`config.mk`:
```
export PLATFORM = sky130hd
export DESIGN_NAME = instruction_issue_queue
export DESIGN_NICKNAME = d
export VERILOG_FILES = /design/src/rtl/iq_pkg.sv /design/src/rtl/iq_fetch_fifo.sv /design/src/rtl/instruction_issue_queue.sv
export SDC_FILE = /design/constraint.sdc
export NUM_CORES = 1
export LEC_CHECK = 0
export BUFFER_PORTS_ARGS = -buffer_cell sky130_fd_sc_hd__buf_2
export CORE_AREA = 2 2 170 172
export CTS_BUF_LIST = sky130_fd_sc_hd__clkbuf_8
export CTS_CLUSTER_SIZE = 28
export DETAILED_ROUTE_END_ITERATION = 12
export DIE_AREA = 0 0 172 174
export PLACE_DENSITY = 0.72
export SLEW_MARGIN = 20
export SYNTH_ARGS = -nofsm -noshare
export SYNTH_HDL_FRONTEND = slang
export SYNTH_SLANG_ARGS = --single-unit
```
`constraint.sdc`:
```
create_clock -name clock -period 3.1 [get_ports clock]
set_input_delay 0.465 -clock clock [delete_from_list [all_inputs] [get_ports clock]]
set_output_delay 0.465 -clock clock [all_outputs]
set_load 0.01 [all_outputs]
```
`src/rtl/iq_pkg.sv`:
```
// Shared definitions for the instruction issue front end.
// Opcodes, default field widths and the end-of-program sentinel.
package iq_pkg;

  localparam int OPW_D  = 3;
  localparam int REGW_D = 3;
  localparam int IMMW_D = 4;

  localparam logic [2:0] ADD = 3'b000;
  localparam logic [2:0] SUB = 3'b001;
  localparam logic [2:0] LD  = 3'b010;
  localparam logic [2:0] SD  = 3'b011;

  // All-ones marker in the low iw bits
  function automatic logic [63:0] sentinel(int iw);
    return {64{1'b1}} >> (64 - iw);
  endfunction

endpackage

```
`src/rtl/iq_fetch_fifo.sv`:
```
// Small synchronous FIFO between program fetch and issue.
// Head is read combinationally; clear wins over push/pop.
module iq_fetch_fifo #(
  parameter  int W  = 8,
  parameter  int D  = 4,
  localparam int AW = $clog2(D),
  localparam int CW = AW + 1
) (
  input  logic          i_clk,
  input  logic          i_rst,
  input  logic          i_clear,
  input  logic          i_push,
  input  logic          i_pop,
  input  logic [W-1:0]  i_wdata,
  output logic [W-1:0]  o_rdata,
  output logic [CW-1:0] o_count
);

  logic [W-1:0]  r_buf [D];
  logic [AW-1:0] r_wp;
  logic [AW-1:0] r_rp;
  logic [CW-1:0] r_cnt;
  logic          w_push;
  logic          w_pop;

  assign w_pop  = i_pop && (r_cnt != '0) && !i_clear;
  assign w_push = i_push && !i_clear &&
                  ((r_cnt != CW'(D)) || w_pop);

  always_ff @(posedge i_clk) begin
    if (w_push) r_buf[r_wp] <= i_wdata;
  end

  always_ff @(posedge i_clk or posedge i_rst) begin
    if (i_rst) begin
      r_wp  <= '0;
      r_rp  <= '0;
      r_cnt <= '0;
    end else if (i_clear) begin
      r_wp  <= '0;
      r_rp  <= '0;
      r_cnt <= '0;
    end else begin
      if (w_push) r_wp <= r_wp + 1'b1;
      if (w_pop)  r_rp <= r_rp + 1'b1;
      r_cnt <= r_cnt + CW'(w_push) - CW'(w_pop);
    end
  end

  assign o_rdata = r_buf[r_rp];
  assign o_count = r_cnt;

endmodule

```
`src/rtl/instruction_issue_queue.sv`:
```
// Program memory, in-order fetch buffer and issue register
// feeding reservation-station dispatch.
module instruction_issue_queue
  import iq_pkg::*;
#(
  parameter  int    DEPTH     = 16,
  parameter  int    FETCH_BUF = 4,
  parameter  int    OPW       = OPW_D,
  parameter  int    REGW      = REGW_D,
  parameter  int    IMMW      = IMMW_D,
  parameter  string INIT_FILE = "",
  localparam int    PCW       = $clog2(DEPTH),
  localparam int    IW        = IMMW + OPW + 3 * REGW
) (
  input  logic            clock,
  input  logic            reset,
  input  logic            stall,
  input  logic            redirect,
  input  logic [PCW-1:0]  redirect_pc,
  input  logic            prog_we,
  input  logic [PCW-1:0]  prog_addr,
  input  logic [IW-1:0]   prog_data,
  output logic            issue_valid,
  output logic [OPW-1:0]  opcode,
  output logic [REGW-1:0] RX,
  output logic [REGW-1:0] RY,
  output logic [REGW-1:0] RZ,
  output logic [IMMW-1:0] immediate,
  output logic [PCW-1:0]  issue_pc,
  output logic            done
);

  localparam int EW = IW + PCW;
  localparam int CW = $clog2(FETCH_BUF) + 1;
  localparam logic [IW-1:0] SENT = IW'(sentinel(IW));
  localparam bit BLANK = (INIT_FILE == "");

  logic [IW-1:0]    r_mem [DEPTH];
  logic [DEPTH-1:0] r_written;
  logic [PCW-1:0]   r_pc;
  logic             r_fetch_done;
  logic             r_issue_valid;
  logic [IW-1:0]    r_ins;
  logic [PCW-1:0]   r_issue_pc;

  logic [IW-1:0]    w_word;
  logic             w_is_sent;
  logic             w_last;
  logic [CW-1:0]    w_count;
  logic [EW-1:0]    w_head;
  logic             w_accept;
  logic             w_fetch;
  logic             w_push;

  // Never-written words read as the sentinel when no image is given
  always_ff @(posedge clock) begin
    if (prog_we) begin
      r_mem[prog_addr]     <= prog_data;
      r_written[prog_addr] <= 1'b1;
    end
  end

  assign w_word    = (BLANK && !r_written[r_pc]) ? SENT
                                                 : r_mem[r_pc];
  assign w_is_sent = (w_word == SENT);
  assign w_last    = (r_pc == PCW'(DEPTH - 1));

  assign w_accept = !redirect && (w_count != '0) &&
                    (!r_issue_valid || !stall);
  assign w_fetch  = !redirect && !r_fetch_done &&
                    ((w_count != CW'(FETCH_BUF)) || w_accept);
  assign w_push   = w_fetch && !w_is_sent;

  iq_fetch_fifo #(
    .W (EW),
    .D (FETCH_BUF)
  ) u_fifo (
    .i_clk   (clock),
    .i_rst   (reset),
    .i_clear (redirect),
    .i_push  (w_push),
    .i_pop   (w_accept),
    .i_wdata ({w_word, r_pc}),
    .o_rdata (w_head),
    .o_count (w_count)
  );

  always_ff @(posedge clock or posedge reset) begin
    if (reset) begin
      r_pc         <= '0;
      r_fetch_done <= 1'b0;
    end else if (redirect) begin
      r_pc         <= redirect_pc;
      r_fetch_done <= 1'b0;
    end else if (w_fetch) begin
      if (w_is_sent || w_last) r_fetch_done <= 1'b1;
      else                     r_pc <= r_pc + 1'b1;
    end
  end

  always_ff @(posedge clock or posedge reset) begin
    if (reset) begin
      r_issue_valid <= 1'b0;
      r_ins         <= '0;
      r_issue_pc    <= '0;
    end else if (redirect) begin
      r_issue_valid <= 1'b0;
    end else if (w_accept) begin
      r_issue_valid <= 1'b1;
      {r_ins, r_issue_pc} <= w_head;
    end else if (r_issue_valid && !stall) begin
      r_issue_valid <= 1'b0;
    end
  end

  assign issue_valid = r_issue_valid;
  assign immediate   = r_ins[IW-1 -: IMMW];
  assign opcode      = r_ins[3*REGW+OPW-1 -: OPW];
  assign RX          = r_ins[3*REGW-1 -: REGW];
  assign RY          = r_ins[2*REGW-1 -: REGW];
  assign RZ          = r_ins[REGW-1:0];
  assign issue_pc    = r_issue_pc;
  assign done        = r_fetch_done && (w_count == '0) &&
                       !r_issue_valid;

endmodule

```
==> flow_summary_export.csv <==
group,metric,value,unit
status,status,"completed",
yosys,synth_area_leaders,"edfxtp_1 69%, mux4_2 11%, dfrtp_1 5.4%",
finish,drive_gt1_share,38.4,%
clocking,clock_latency,590,ps
setup_path,r2r_cells,12,
timing,fin_skew,22.5,ps
grt,grt_pass1_vias,7900,
floorplanning,dieWidth,172,µm
clocking,cts_buffers,58,
clocking,htree_num_levels,2,
hold_path,hold_class,"in -> reg",
yosys,synth_common_cells,"352 x edfxtp_1, 72 x mux4_2, 37 x nand2_1",
timing,maxSlewHeadroom,37.9,%
timing,finalSetupViolCount,0,
setup_path,r2r_start,"r_pc[0]",
yosys,ys_ff_latch,385,
setup_path,r2r_end,"r_pc[1]",
route,wl_met2,16100,µm
setup_path,arrival,3510,ps
yosys,synth_nets,779,
route,viasPerCell,5.75,
setup_path,cpPeakStageDelay,500,ps
route,wirelength,32000,µm
finish,areaGrowthSynthToFinish,16.4,%
yosys,post-synth-top-area-cell,"edfxtp_1",
timing,grt_setup_unrepaired,"yes",
grt,grt_max_degree,26,
yosys,synth_area,15300,µm²
timing,post-route-period-util,97.9,%
setup_path,ff2ff_setup_slack,60,ps
floorplanning,die_y,174,µm
hold_path,holdPathStages,3,
placement,place_congestion,0.770,
timing,period_minus_slack,3040,ps
setup_path,crit_path_end_kind,"register",
setup_path,crit_path_top_delay_cell,"dfrtp_4",
setup_path,required,3570,ps
clocking,cts_tree,"built",
clocking,root_buffer,"clkbuf_8",
floorplanning,fp.dieArea,29900,µm²
route,wire_per_inst,24.0,µm
job,max-cap-violations,0,
yosys,ys.flop_type,"edfxtp_1",
route,wl_met3,1830,µm
setup_path,cp-start-kind,"register",
timing,max_slew.worst_pin.slew,931,ps
setup_path,cp_top_family,"compound AO/OA/AOI/OAI gates",
placement,dp.cells,1208,
grt,track_usage,21.5,%
yosys,yosysTopAreaCellShare,69.0,%
route,first_pass_iters,5,
finish,antenna_cells,0,
yosys,syn_area_per_cell,20.7,µm²
placement,place_hpwl,19200,µm
yosys,synth_warnings,0,
yosys,synth_cells,742,
power_and_ir_drop,powerDensity,754,nW/µm²
timing,finalMaxSlewViolations,0,
yosys,synth_edf_count,352,
hold_path,hold_end,"r_pc[3]",
yosys,netlist-cell-type-count,55,
setup_path,path_max_fanout,6,
power_and_ir_drop,max-vdd-ir-drop,0.000454,V
floorplanning,core,28200,µm²
route,drtIter0Drc,826,
grt,grt_first_pass_wirelength,46800,µm
clocking,clockBufferDepth,3,
floorplanning,pin_count,51,
setup_path,worst-setup-path-type,"reg -> reg",
floorplanning,start_util,54.3,%
clocking,clkSlewWorstSetupHoldPaths,70,ps
grt,grt-ovfl-total,0,
grt,antenna_found_initial,0,
clocking,clkSinkCount,385,
route,vias,7669,
yosys,async_reset_ff_share,8.57,%
route,top_layer,"met4",
route,drc,0,
placement,portBuffers,50,
floorplanning,rows,62,
finish,fin_util,63.2,%
setup_path,crit_top_cell,"buf_4",
timing,max_freq,329,MHz
route,ant_nets,0,
timing,hold_violations,0,
yosys,yosysSeqAreaShare,74.4,%
power_and_ir_drop,leakage,0.00621,µW
hold_path,hp-start,"redirect_pc[3]",
finish,fillCellCount,1977,
finish,final_nets,940,
setup_path,crit_cells,12,
finish,fin_cells,1334,
setup_path,critical_path_buf_inv_count,4,
setup_path,cp_cell_sequence,"buf_2, buf_4, nor2b_1, a221o_1, o21ai_2, o211ai_1, nor4_4, a21oi_2, buf_4, buf_4, and3_1, a221o_1",
route,m1WireLength,13300,µm
yosys,yosysMostFrequentCell,"edfxtp_1",
==> worst max-delay path by stage <==
stage / from / endpoint / slack (ps)
detailed placement: r_pc[1] / u_fifo.r_buf[3][16] / -140
floorplan: r_pc[1] / u_fifo.o_count[2] / 20
global route: r_pc[0] / u_fifo.o_count[2] / -60
CTS: r_pc[1] / u_fifo.r_buf[3][13] / -80
global placement: r_pc[0] / u_fifo.r_buf[1][13] / -100
finish: r_pc[0] / r_pc[1] / 60
==> power breakdown <==
group / internal, µW / switching, µW / leakage, µW
sequential: 6160 / 233 / 0.00358
combinational: 1710 / 1520 / 0.00199
clock: 2010 / 1830 / 0.000642
==> timing repair <==
action                                 in CTS  in global routing
setup buffers                               1                 15
gates resized for setup                     6                 34
setup endpoints to repair                  86                 85
gates cloned                                0                  3
pin swaps                                   1                  7
endpoints found under the hold margin       8                  0
hold buffers                                1                  0
==> tightest hold or removal path, stage by stage <==
cell and delay (ps):
buf_2 100, nand2_1 70, o31ai_2 60
==> layout make-up <==
| type | count | area [µm²] | share of cell area, % |
|---|---|---|---|
| sequential | 385 | 11400 | 63.9 |
| multi-input combinational | 313 | 3720 | 20.8 |
| timing repair buffer | 136 | 1100 | 6.19 |
| clock buffer | 69 | 950 | 5.32 |
| tap | 384 | 480 | 2.69 |
| clock inverter | 38 | 153 | 0.855 |
| inverter | 9 | 33.8 | 0.189 |
==> state kept, by name, summed over array words and instances (netlist names) <==
signal,count
r_pc,4
r_written,16
issue_valid,1
u_fifo.r_buf,80
issue_pc,4
u_fifo.r_wp,2
u_fifo.o_count,3
r_mem,256
r_ins,16
r_fetch_done,1
u_fifo.r_rp,2
==> cells in the final DEF, fill, tap and decap left out, types with 4 or more instances in the layout <==
master | netlist | layout
o21bai_1 | 4 | 4
edfxtp_1 | 352 | 352
inv_1 | 7 | 24
clkbuf_8 | 0 | 69
buf_6 | 12 | 5
mux4_1 | 14 | 10
dfrtp_1 | 33 | 30
mux2_2 | 28 | 28
a21o_1 | 10 | 10
mux2i_1 | 22 | 17
nor2b_1 | 10 | 10
mux4_2 | 72 | 76
buf_4 | 6 | 65
clkinv_2 | 0 | 8
mux2i_2 | 0 | 4
nor2_2 | 0 | 12
a21oi_1 | 9 | 7
ha_1 | 7 | 6
clkinv_1 | 1 | 13
nand2b_1 | 9 | 9
buf_12 | 2 | 11
nand2_1 | 37 | 36
nor2_1 | 32 | 20
nand3_1 | 8 | 7
buf_2 | 2 | 51
and2_4 | 0 | 4
==> per-stage QoR <==
step           setup slack, ps  cell area (µm²)  TNS, ps  hold WS (ps)  power (µW)
2_1_floorplan             24.9            15300        0           493        8410
3_3_place_gp             -98.4            16400    -8060           485        9300
3_5_place_dp              -140            16400   -10150           492        9410
4_1_cts                  -84.2            17500    -4730           104       13300
5_1_grt                  -64.7            17800     -158           129       14000
6_report                  63.7            17800        0           140       13500
==> cell families (layout without fill, tap and decap cells) <==
| group | Yosys count | count (layout) | share of synthesized area (%) |
|---|---|---|---|
| flops | 385 | 385 | 74.4 |
| mux | 136 | 136 | 16.5 |
| simple gates | 112 | 112 | 3.50 |
| compound gates | 52 | 52 | 2.49 |
| buf+inv | 44 | 252 | 2.19 |
| fa+ha+maj | 8 | 8 | 0.702 |
| xor+xnor | 5 | 5 | 0.286 |
==> routing by layer <==
metal,global-route usage (%),vias up
li1,-,3345
met1,28.9,3969
met2,35.9,287
met3,3.89,68
met4,6.86,0
met5,0,-
Note: power is estimated with default switching activity, not from simulation.
